$ cat src/rtl/quad_step_decoder.sv
// quad_step_decoder
// Quadrature encoder front end for the mod-n up/down counter stage.
// - Each channel is synchronised, then deglitched by a per-channel filter.
// - x4 Gray-code decoding produces a one-cycle step pulse and a held
//   direction bit (up_down).
// - Double-bit (illegal) transitions set a sticky error flag and bump a
//   saturating error counter.
// Every output comes straight from a flop.

module quad_step_decoder #(
    parameter int SYNC_STAGES = 2,
    parameter int FILTER_LEN  = 4,
    parameter int ERR_W       = 8
) (
    input  logic             clk,
    input  logic             rst,
    input  logic             enc_a,
    input  logic             enc_b,
    input  logic             clr_err,
    output logic             step,
    output logic             up_down,
    output logic             err,
    output logic [ERR_W-1:0] err_count,
    output logic             busy_init
);

    // Counter widths sized so the terminal values always fit.
    localparam int FCW = $clog2(FILTER_LEN + 1);
    localparam int ICW = $clog2(SYNC_STAGES + 1);

    localparam logic [FCW-1:0]   FILT_LAST = FCW'(FILTER_LEN - 1);
    localparam logic [ICW-1:0]   INIT_LAST = ICW'(SYNC_STAGES - 1);
    localparam logic [ERR_W-1:0] ERR_MAX   = '1;

    typedef enum logic [0:0] {
        ST_INIT = 1'b0,
        ST_RUN  = 1'b1
    } state_t;

    // State registers and their next-state values.
    state_t             state_q, state_d;
    logic [ICW-1:0]     init_cnt_q, init_cnt_d;
    logic [SYNC_STAGES-1:0] sync_a_q, sync_a_d;
    logic [SYNC_STAGES-1:0] sync_b_q, sync_b_d;
    logic               fa_q, fa_d;
    logic               fb_q, fb_d;
    logic [FCW-1:0]     fcnt_a_q, fcnt_a_d;
    logic [FCW-1:0]     fcnt_b_q, fcnt_b_d;
    logic [1:0]         prev_q, prev_d;
    logic               step_q, step_d;
    logic               up_down_q, up_down_d;
    logic               err_q, err_d;
    logic [ERR_W-1:0]   err_count_q, err_count_d;
    logic               busy_init_q, busy_init_d;

    // Filter and decode intermediates.
    logic               sa, sb;
    logic               fa_accept, fb_accept;
    logic [FCW-1:0]     fcnt_a_next, fcnt_b_next;
    logic [1:0]         cur_ab;
    logic               is_fwd, is_rev, is_illegal;
    logic               err_base;
    logic [ERR_W-1:0]   err_count_base;

    // Next Gray-code state in the up direction: 00->01->11->10->00.
    function automatic logic [1:0] fwd_of(input logic [1:0] p);
        logic [1:0] n;
        case (p)
            2'b00:   n = 2'b01;
            2'b01:   n = 2'b11;
            2'b11:   n = 2'b10;
            default: n = 2'b00;
        endcase
        return n;
    endfunction

    // Next Gray-code state in the down direction: 00->10->11->01->00.
    function automatic logic [1:0] rev_of(input logic [1:0] p);
        logic [1:0] n;
        case (p)
            2'b00:   n = 2'b10;
            2'b10:   n = 2'b11;
            2'b11:   n = 2'b01;
            default: n = 2'b00;
        endcase
        return n;
    endfunction

    assign sa = sync_a_q[SYNC_STAGES-1];
    assign sb = sync_b_q[SYNC_STAGES-1];

    // Shift each asynchronous channel through its synchroniser chain.
    always_comb begin
        sync_a_d = {sync_a_q[SYNC_STAGES-2:0], enc_a};
        sync_b_d = {sync_b_q[SYNC_STAGES-2:0], enc_b};
    end

    // Channel A filter: a new level is accepted only after it has differed
    // from the filtered level for FILTER_LEN consecutive cycles.
    always_comb begin
        fa_accept   = 1'b0;
        fcnt_a_next = '0;
        if (sa != fa_q) begin
            if (fcnt_a_q == FILT_LAST) begin
                fa_accept = 1'b1;
            end else begin
                fcnt_a_next = fcnt_a_q + 1'b1;
            end
        end
    end

    // Channel B filter, identical to channel A.
    always_comb begin
        fb_accept   = 1'b0;
        fcnt_b_next = '0;
        if (sb != fb_q) begin
            if (fcnt_b_q == FILT_LAST) begin
                fb_accept = 1'b1;
            end else begin
                fcnt_b_next = fcnt_b_q + 1'b1;
            end
        end
    end

    // Classify the filtered-level change against the previous filtered state.
    always_comb begin
        cur_ab     = {fa_q, fb_q};
        is_fwd     = (cur_ab == fwd_of(prev_q));
        is_rev     = (cur_ab == rev_of(prev_q));
        is_illegal = (cur_ab == ~prev_q);
    end

    // Error flag/counter after a clear request; an illegal event in the same
    // cycle is then applied on top of the cleared value, so the error wins.
    always_comb begin
        err_base       = clr_err ? 1'b0 : err_q;
        err_count_base = clr_err ? '0 : err_count_q;
    end

    // Main next-state logic for the INIT/RUN controller, filters and decoder.
    always_comb begin
        state_d     = state_q;
        init_cnt_d  = init_cnt_q;
        fa_d        = fa_q;
        fb_d        = fb_q;
        fcnt_a_d    = '0;
        fcnt_b_d    = '0;
        prev_d      = prev_q;
        step_d      = 1'b0;
        up_down_d   = up_down_q;
        err_d       = err_base;
        err_count_d = err_count_base;
        busy_init_d = busy_init_q;

        case (state_q)
            ST_INIT: begin
                if (init_cnt_q == INIT_LAST) begin
                    // Seed the filtered levels with the value the synchroniser
                    // output takes on this edge, so a level already present
                    // at reset is absorbed instead of decoded as motion.
                    fa_d        = sync_a_q[SYNC_STAGES-2];
                    fb_d        = sync_b_q[SYNC_STAGES-2];
                    prev_d      = {sync_a_q[SYNC_STAGES-2], sync_b_q[SYNC_STAGES-2]};
                    init_cnt_d  = '0;
                    state_d     = ST_RUN;
                    busy_init_d = 1'b0;
                end else begin
                    init_cnt_d = init_cnt_q + 1'b1;
                end
            end

            default: begin
                fcnt_a_d = fcnt_a_next;
                fcnt_b_d = fcnt_b_next;
                if (fa_accept) begin
                    fa_d = sa;
                end
                if (fb_accept) begin
                    fb_d = sb;
                end

                prev_d = cur_ab;
                if (is_fwd) begin
                    step_d    = 1'b1;
                    up_down_d = 1'b1;
                end else if (is_rev) begin
                    step_d    = 1'b1;
                    up_down_d = 1'b0;
                end else if (is_illegal) begin
                    err_d = 1'b1;
                    if (err_count_base != ERR_MAX) begin
                        err_count_d = err_count_base + 1'b1;
                    end
                end
            end
        endcase
    end

    // Register all state; synchronous reset returns everything to INIT.
    always_ff @(posedge clk) begin
        if (rst) begin
            state_q     <= ST_INIT;
            init_cnt_q  <= '0;
            sync_a_q    <= '0;
            sync_b_q    <= '0;
            fa_q        <= 1'b0;
            fb_q        <= 1'b0;
            fcnt_a_q    <= '0;
            fcnt_b_q    <= '0;
            prev_q      <= 2'b00;
            step_q      <= 1'b0;
            up_down_q   <= 1'b1;
            err_q       <= 1'b0;
            err_count_q <= '0;
            busy_init_q <= 1'b1;
        end else begin
            state_q     <= state_d;
            init_cnt_q  <= init_cnt_d;
            sync_a_q    <= sync_a_d;
            sync_b_q    <= sync_b_d;
            fa_q        <= fa_d;
            fb_q        <= fb_d;
            fcnt_a_q    <= fcnt_a_d;
            fcnt_b_q    <= fcnt_b_d;
            prev_q      <= prev_d;
            step_q      <= step_d;
            up_down_q   <= up_down_d;
            err_q       <= err_d;
            err_count_q <= err_count_d;
            busy_init_q <= busy_init_d;
        end
    end

    assign step      = step_q;
    assign up_down   = up_down_q;
    assign err       = err_q;
    assign err_count = err_count_q;
    assign busy_init = busy_init_q;

endmodule

$ cat config.mk
export PLATFORM = sky130hd
export DESIGN_NAME = quad_step_decoder
export DESIGN_NICKNAME = d
export VERILOG_FILES = /design/src/rtl/quad_step_decoder.sv
export SDC_FILE = /design/constraint.sdc
export NUM_CORES = 1
export LEC_CHECK = 0
export BUFFER_PORTS_ARGS = -buffer_cell sky130_fd_sc_hd__buf_2
export CELL_PAD_IN_SITES_DETAIL_PLACEMENT = 2
export CELL_PAD_IN_SITES_GLOBAL_PLACEMENT = 2
export CORE_MARGIN = 2
export CORE_UTILIZATION = 38
export CTS_BUF_LIST = sky130_fd_sc_hd__clkbuf_2 sky130_fd_sc_hd__clkbuf_4 sky130_fd_sc_hd__clkbuf_8
export CTS_CLUSTER_SIZE = 25
export DETAILED_ROUTE_END_ITERATION = 10
export GPL_TIMING_DRIVEN = 0
export PLACE_DENSITY = 0.81
export SLEW_MARGIN = 20
export SYNTH_ARGS = -nofsm -noshare
export SYNTH_HDL_FRONTEND = slang
export SYNTH_SLANG_ARGS = --single-unit
$ cat constraint.sdc
create_clock -name clk -period 3.4 [get_ports clk]
set_input_delay 0.68 -clock clk [delete_from_list [all_inputs] [get_ports clk]]
set_output_delay 0.68 -clock clk [all_outputs]
set_load 0.01 [all_outputs]
==> results.md, run 1 <==
- Setup repair after global routing left no endpoint under its margin.
- Across all layers, the routed design uses 1,016 vias.
- The static leakage power is about 0.6 nW.
- The remaining design rule violation count is 0.
- The first routing iteration left 20 violations.
- After clock tree synthesis, the clock-pin slew on the worst setup and hold paths is ~0.090 ns.
- The end-of-flow core utilization is 47.54%.
- The cell count of the worst reg-to-reg path is 6.
- The buffers inserted during post-CTS setup optimization is 0.
- The worst hold path depth is 1.
- The clock root buffer master is sky130_fd_sc_hd__clkbuf_4.
- For this run, the top clock speed supported by timing is about 540 MHz.
- Wires add up to 3.009 mm.
- Counting every net in the synthesized netlist gives 142.
- Counting instances in the post-synthesis netlist gives the leading cell types as sky130_fd_sc_hd__dfxtp_1, sky130_fd_sc_hd__nor2_1, sky130_fd_sc_hd__a21oi_1, sky130_fd_sc_hd__inv_1, sky130_fd_sc_hd__nand2_1.
- From synthesis to final layout, the design area changed by 18.25%.
- The type of the worst setup path is register to register.
- The die height is 60.84 um.
- In the post-synthesis netlist, the biggest area contributors are sky130_fd_sc_hd__dfxtp_1, sky130_fd_sc_hd__nor2_1, sky130_fd_sc_hd__ha_1.
- 0 antenna diodes ended up in the layout.
- The tree built by TritonCTS fans out to 29 sinks.
- The nature of the critical path startpoint is a register.
- The peak supply drop is 348.4 uV.
- In this run switching power makes up 26.38% of total power.
- The switching power of the nets is between 200 and 250 uW.
- The number of levels in the clock H-tree is 2.
- In this run the deepest clock path goes through 2 buffers.
- The first global-routing pass estimated 5.064 mm of wire.
- The floorplan die area is 3701 um2.
- The post-layout net count is 165.
- The die is 60.84 um wide.
- Entering global routing, the biggest net connects 11 pins.
- The share of the clock period used by the worst path is a little over half.
- The flow ran to the end, and the final reports show no timing, DRC or antenna violations.
- The synthesized netlist contains 32 unique library cells.
- The endpoint kind of the worst setup timing path is a register.
- The final number of hold-violating endpoints is 0.
- The via density per instance is between 5 and 6.
- Before antenna repair, the detailed router went through 3 iterations.
- The post-layout minimum cycle time is 1.851 ns.
- The number of synthesized register bits is 29.
- The placeable core area is 3053 um2.
- The clock reaches the later pin of the worst-skew pair after between 0.3 and 0.4 ns.
- Row generation in the floorplan step produced 20 rows.
- For the pin with the worst max-slew slack, the measured transition is 0.5471 ns.
- The internal reg-to-reg setup slack is 1.55 ns.
- In this run, CTS created clock tree buffers numbering 5.
- The count of nets left with antenna violations once routing finished came out at 0.
- Data on the critical path arrives at its endpoint at roughly 2.1 ns.
- The initial cell density of the core is 40.20%.
- In this run the critical register-to-register path is launched from fa_q.
- The total routing resource utilization after global routing is 19.14%.
- After synthesis, the share of flip-flops with an asynchronous set or reset is 0%.
- Setup violations remaining at the end of the flow were counted as 0.
- The cell area that synthesis handed to floorplanning was 1227 um2.
- Routability-driven placement finished with a final weighted congestion of 0.7696.
- Buffers placed on the I/O ports in this run total 16.
- The predominant post-synthesis flop cell is sky130_fd_sc_hd__dfxtp_1.
- The worst slew margin relative to its limit is 63.53%.
- The fraction of post-synthesis cell area in the top cell type by area is a little under half.
- The fraction of final layout cells sized beyond drive strength 1 is 21.02%.
- The worst flop-to-flop path endpoint is err_count[5].
- By instance count, the leading cell after synthesis is sky130_fd_sc_hd__dfxtp_1.
- The average size of a mapped cell is just over 9 um2.
- The largest total area in the synthesized netlist belongs to sky130_fd_sc_hd__dfxtp_1.
- The number of antenna violations at the first check in global routing came to 0.
- The total overflow reported by the global router is 0.
- The hold path startpoint is fcnt_b_q[0].
- The number of enable flip-flop cells after synthesis is 0.
- The tightest min-delay check is of the register to register type.
- The number of max-capacitance violations reported is 0.
- The number of I/O pins is 17.
- The final-report max-slew violation count came to 0.
- The Yosys warning count is 0.
- Dividing the detail-routed wire length by the instance count gives approximately 15 um.
- The hold buffer count at cts is 0.
- Sequential cells burn 46.3% of the power.
- The required time of the critical path is 3.66 ns.
- After routing, the total negative slack on setup checks comes to 0 ns.
- The number of gates resized after CTS was 0.
- The gate count of the mapped netlist is approximately 130.
- The proportion of synthesized chip area in sequential cells is ~47%.
- TritonCTS built the clock tree.
- The part of the power in the clock network is 37.6%.
- The ratio of total power to cell area is approximately 560 nW/um2.
- The cell-internal power is about 600 uW.
- The via count of the first global-routing pass was 1,035.
- Across the routed clock network, the largest skew measured is approximately 0.011 ns.
- Combinational logic burns 16.2% of the power.
- The highest net fanout along the worst path is 10.
- The end point of the most critical hold path is fcnt_b_q[0].
- After legalization and detailed placement, the total HPWL measured 2.239 mm.
## state kept, by name (all words and copies together), names as in the netlist
| register | flops |
|---|---|
| up_down | 1 |
| err | 1 |
| fb_q | 1 |
| init_cnt_q | 2 |
| fa_q | 1 |
| busy_init | 1 |
| fcnt_a_q | 3 |
| sync_a_q | 2 |
| err_count | 8 |
| step | 1 |
| sync_b_q | 2 |
| fcnt_b_q | 3 |
| state_q | 1 |
| prev_q | 2 |
## power groups by stage
stage               Clock (mW)  Sequential, mW  Combinational, mW
finish                   0.307           0.379              0.132
global route             0.330           0.381              0.149
CTS                      0.315           0.379              0.134
detailed placement           0           0.386              0.132
global placement             0           0.385              0.124
floorplan                    0           0.386             0.0943
## worst max-delay path, stage by stage, from the launching register on
cell and delay, ns:
sky130_fd_sc_hd__dfxtp_1 0.32, sky130_fd_sc_hd__buf_6 0.13, sky130_fd_sc_hd__xnor2_1 0.15, sky130_fd_sc_hd__or3_1 0.37, sky130_fd_sc_hd__buf_6 0.15, sky130_fd_sc_hd__or4_1 0.50
sky130_fd_sc_hd__a21oi_1 0.16
## cell type report
class / count / area, um2
fill: 349 / 1602
multi-input combinational: 90 / 578.1
clock buffer: 7 / 58.81
clock inverter: 1 / 30.03
sequential: 29 / 580.6
inverter: 9 / 33.78
buffer: 5 / 35.03
timing repair buffer: 16 / 80.08
tap: 44 / 55.05
## stage by stage
stage | cells | power, mW | hold slack [ns] | worst slack, ns | instance area, um2
finish | 201 | 0.8184 | 0.4257 | 1.549 | 1451
global route | 201 | 0.8598 | 0.4404 | 1.438 | 1451
CTS | 201 | 0.8282 | 0.4288 | 1.534 | 1451
detailed placement | 193 | 0.5186 | 0.4158 | 1.388 | 1363
global placement | 193 | 0.5087 | 0.4065 | 1.422 | 1363
floorplan | 133 | 0.4802 | 0.3990 | 1.680 | 1227
## cell families after synthesis
group,share of synthesized area (%)
mux,5.912
xor+xnor,5.709
flops,47.30
buf+inv,5.606
compound gates,12.95
simple gates,18.45
fa+ha+maj,4.078
## cells in the final DEF (no fill, tap or decap), types with 2 or more instances in the layout
cell                       synthesis  routed
sky130_fd_sc_hd__or4_1             2       2
sky130_fd_sc_hd__a21oi_1           9       9
sky130_fd_sc_hd__xor2_1            3       3
sky130_fd_sc_hd__nand2_1           7       7
sky130_fd_sc_hd__o31ai_1           2       2
sky130_fd_sc_hd__xnor2_1           5       5
sky130_fd_sc_hd__buf_6             2       2
sky130_fd_sc_hd__nor3_1            3       3
sky130_fd_sc_hd__clkbuf_1          2       2
sky130_fd_sc_hd__nand3_1           2       2
sky130_fd_sc_hd__mux2i_1           5       5
sky130_fd_sc_hd__or3_1             3       3
sky130_fd_sc_hd__nor2b_1           4       4
sky130_fd_sc_hd__nor2_1           15      15
sky130_fd_sc_hd__dfxtp_1          29      29
sky130_fd_sc_hd__buf_2             1      17
sky130_fd_sc_hd__mux2_2            2       2
sky130_fd_sc_hd__inv_1             9       9
sky130_fd_sc_hd__nand2b_1          3       3
sky130_fd_sc_hd__clkbuf_4          0       6
sky130_fd_sc_hd__ha_1              4       4
sky130_fd_sc_hd__o21ai_0           6       6
sky130_fd_sc_hd__a211oi_1          4       4
sky130_fd_sc_hd__or2_2             2       2
## how the worst max path moves through the flow
stage          slack, ns     from           end
2_1_floorplan       1.68     fa_q  err_count[5]
3_3_place_gp        1.42  clr_err  err_count[3]
3_5_place_dp        1.39  clr_err  err_count[3]
4_1_cts             1.53     fa_q  err_count[5]
5_1_grt             1.44     fa_q  err_count[5]
6_report            1.55     fa_q  err_count[5]
## layer usage
metal,vias to the layer above,track usage (%),wire [um]
li1,498,-,-
met1,493,23.63,1371
met2,19,30.88,1457
met3,6,5.757,126
met4,0,8.385,53
met5,-,0,0
(Power assumes the default switching activity.)
==> inputs of run 2 (changes only) <==
Settings changed: CORE_UTILIZATION 38 to 36, PLACE_DENSITY 0.81 to 0.77.
Clock period 3.4 ns to 1.79 ns, I/O delays scaled along.
==> results.md, run 2 (synthesis gave the netlist of run 1 again) <==
- The run finished with clean final reports.
- The number of buffers created by CTS is 5.
- The share of the clock period used by the worst path is 97.18%.
- The maximum number of pins on one net before global-route repair is 11.
- The clock sink count is 29.
- The via density per instance is 5.010.
- The final-report max-slew violation count is 0.
- The internal reg-to-reg setup slack is 0.05 ns.
- The top cell types in the final layout, fill and taps aside, are sky130_fd_sc_hd__dfxtp_1, sky130_fd_sc_hd__buf_2, sky130_fd_sc_hd__nor2_1.
- The critical path startpoint is prev_q[1].
- The remaining design rule violation count is 0.
- The design draws 1.431 mW.
- The floorplan die area is ~3900 um2.
- Measured against its own limit, the worst slew margin works out to 60.98%.
- The type of the tightest min-delay check is primary input to register.
- The type of the worst setup path is register to register.
- Based on the critical path, the design can be clocked at up to between 500 and 600 MHz.
- Sequential cells burn 52.2% of the power.
- From left edge to right edge, the die measures 62.39 um.
- The ratio of total power to cell area is 965.4 nW/um2.
- The slew at the pin with the worst max-slew slack is 0.5853 ns.
- The detailed-router iteration count before antenna repair is 2.
- The clock latency on the worst-skew pair is 0.33 ns.
- For the worst setup path, the data required time is 2.06 ns.
- The final number of hold-violating endpoints was 0.
- The endpoint kind of the worst setup timing path is a register.
- The die height is 62.39 um.
- The total vias in the final route is 1,027.
- The static leakage power is 0.5973 nW.
- In the final routed layout, each cell accounts on average for 15.70 um.
- The pre-CTS worst setup slack is -0.01854 ns.
- Summed over all nets, the switching power comes to 411.6 uW.
- The placeable core area is about 3300 um2.
- The maximum buffer depth of the clock tree is 2.
- Combinational logic is responsible for 17.9% of the overall power.
- Setup total negative slack on the finished layout was measured at 0 ns.
- The HPWL after detailed placement is approximately 2.2 mm.
- In the global route stage, overall resource usage came out at 19.38%.
- The part of the power in the clock network is 29.9%.
- The post-layout net count is 167.
- 0 antenna diodes ended up in the layout.
- The number of violations reported at the end of detailed-routing iteration 0 is 65.
- Cells fill 44.78% of the core in the end.
- The number of antenna violations at the first check in global routing came to 0.
- The critical path ends at err_count[3].
- The clock-pin slew on the worst setup and hold paths is 0.09 ns.
- The number of levels in the clock H-tree is 2.
- Routability-driven placement finished with a final weighted congestion of approximately 0.74.
- The number of port buffers is 16.
- The cell-internal power is slightly above 1 mW.
- The number of failing setup endpoints in the final timing report is 0.
- Compared with the post-synthesis result, the final layout area differs by 20.79%.
- The post-route netlist has 27.67% of its cells at a drive strength greater than 1.
- In this run the worst path has a maximum fanout of 5.
- 17 I/O pins were placed.
- The worst register-to-register path begins at prev_q[1].
- The arrival time of data at the critical path endpoint is 2.01 ns.
- The library cell used most frequently in the layout, excluding fill and tap cells, is sky130_fd_sc_hd__dfxtp_1.
- The final setup slack of the worst path is 0.05052 ns.
- In this run the critical register-to-register path is captured at err_count[3].
- Once the floorplan was initialized, standard cells occupied 37.07% of the core.
- Net switching is between 20 and 30% of the power.
- Clock tree synthesis selected as its root buffer the cell sky130_fd_sc_hd__clkbuf_4.
- Counting I/O delays and the setup requirement, the final critical path takes 1.739 ns.
- The register with the most flip-flops in the layout has 8 of them.
- The CTS tree is built.
- The first-pass GRT wire length is 5.547 mm.
- STA classifies the critical path startpoint as a register.
- The initialized floorplan defines 21 standard-cell rows.
- The peak supply drop is around 430 uV.
- The final wirelength is about 3.2 mm.
- On the final layout, the worst clock skew is about 0.0084 ns.
- The number of max-capacitance violations reported is 0.
- The via count of the first global-routing pass is 1,102.
- Counting cells, the worst reg-to-reg path comes to 5.
- The count of nets left with antenna violations once routing finished came out at 0.
- After global routing the overflow that remains totals 0.
[run 2: changes by cell type in the layout (fill, tap and decap cells not counted), sizes merged]
cell | previous run | this run
clkbuf | 9 | 10
buf | 19 | 21
bufinv | 1 | 0
[run 2: how the worst min path moves through the flow]
stage,startpoint,end,cells after the start
detailed placement,fcnt_a_q[0],fcnt_a_q[0],1
finish,enc_b,sync_b_q[0],2
CTS,enc_b,sync_b_q[0],2
global placement,fcnt_b_q[0],fcnt_b_q[0],1
floorplan,fcnt_b_q[0],fcnt_b_q[0],1
global route,enc_a,sync_a_q[0],2
[run 2: critical path, cell delays in order (launching register included)]
cell,delay (ns)
sky130_fd_sc_hd__dfxtp_4,0.38
sky130_fd_sc_hd__xnor2_4,0.15
sky130_fd_sc_hd__or3_4,0.39
sky130_fd_sc_hd__buf_6,0.14
sky130_fd_sc_hd__or3_2,0.49
sky130_fd_sc_hd__a21oi_2,0.14
[run 2: cell type report]
type	count	area (um2)
plain buffers	3	18.77
clock buffers	8	60.06
fillers	374	1828
inverters	9	33.78
multi-input cells	90	613.1
flip-flops and latches	29	591.8
well taps	46	57.56
repair buffers	20	107.6
[run 2: power by group through the flow]
stage               clock (mW)  sequential [mW]  combinational, mW
floorplan                    0            0.733              0.179
global placement             0            0.733              0.235
detailed placement           0            0.736              0.248
CTS                      0.450            0.739              0.260
global route             0.487            0.756              0.283
finish                   0.427            0.748              0.256
[run 2: metal layers]
metal	part of all wire [%]	GRT usage (%)	vias up
met1	42	20.75	501
li1	-	-	503
met5	0	0	-
met2	52	33.42	18
met3	3.6	6.667	5
met4	2.2	10.83	0
[run 2: through the flow]
stage / hold WS [ns] / instance area [um2] / std cells
after detailed placement: 0.4304 / 1365 / 195
after global placement: 0.4086 / 1365 / 195
after CTS: 0.2150 / 1469 / 205
after floorplan: 0.3990 / 1227 / 133
after global routing: 0.2265 / 1483 / 205
final: 0.2402 / 1483 / 205
[run 2: repair_timing]
item | in CTS | in global routing
setup endpoints to repair | 3 | 4
pin swaps | 2 | 0
setup buffers | 2 | 1
hold buffers | 0 | 0
endpoints found under the hold margin | 0 | 0
resized for setup | 7 | 5
gates cloned | 1 | 0
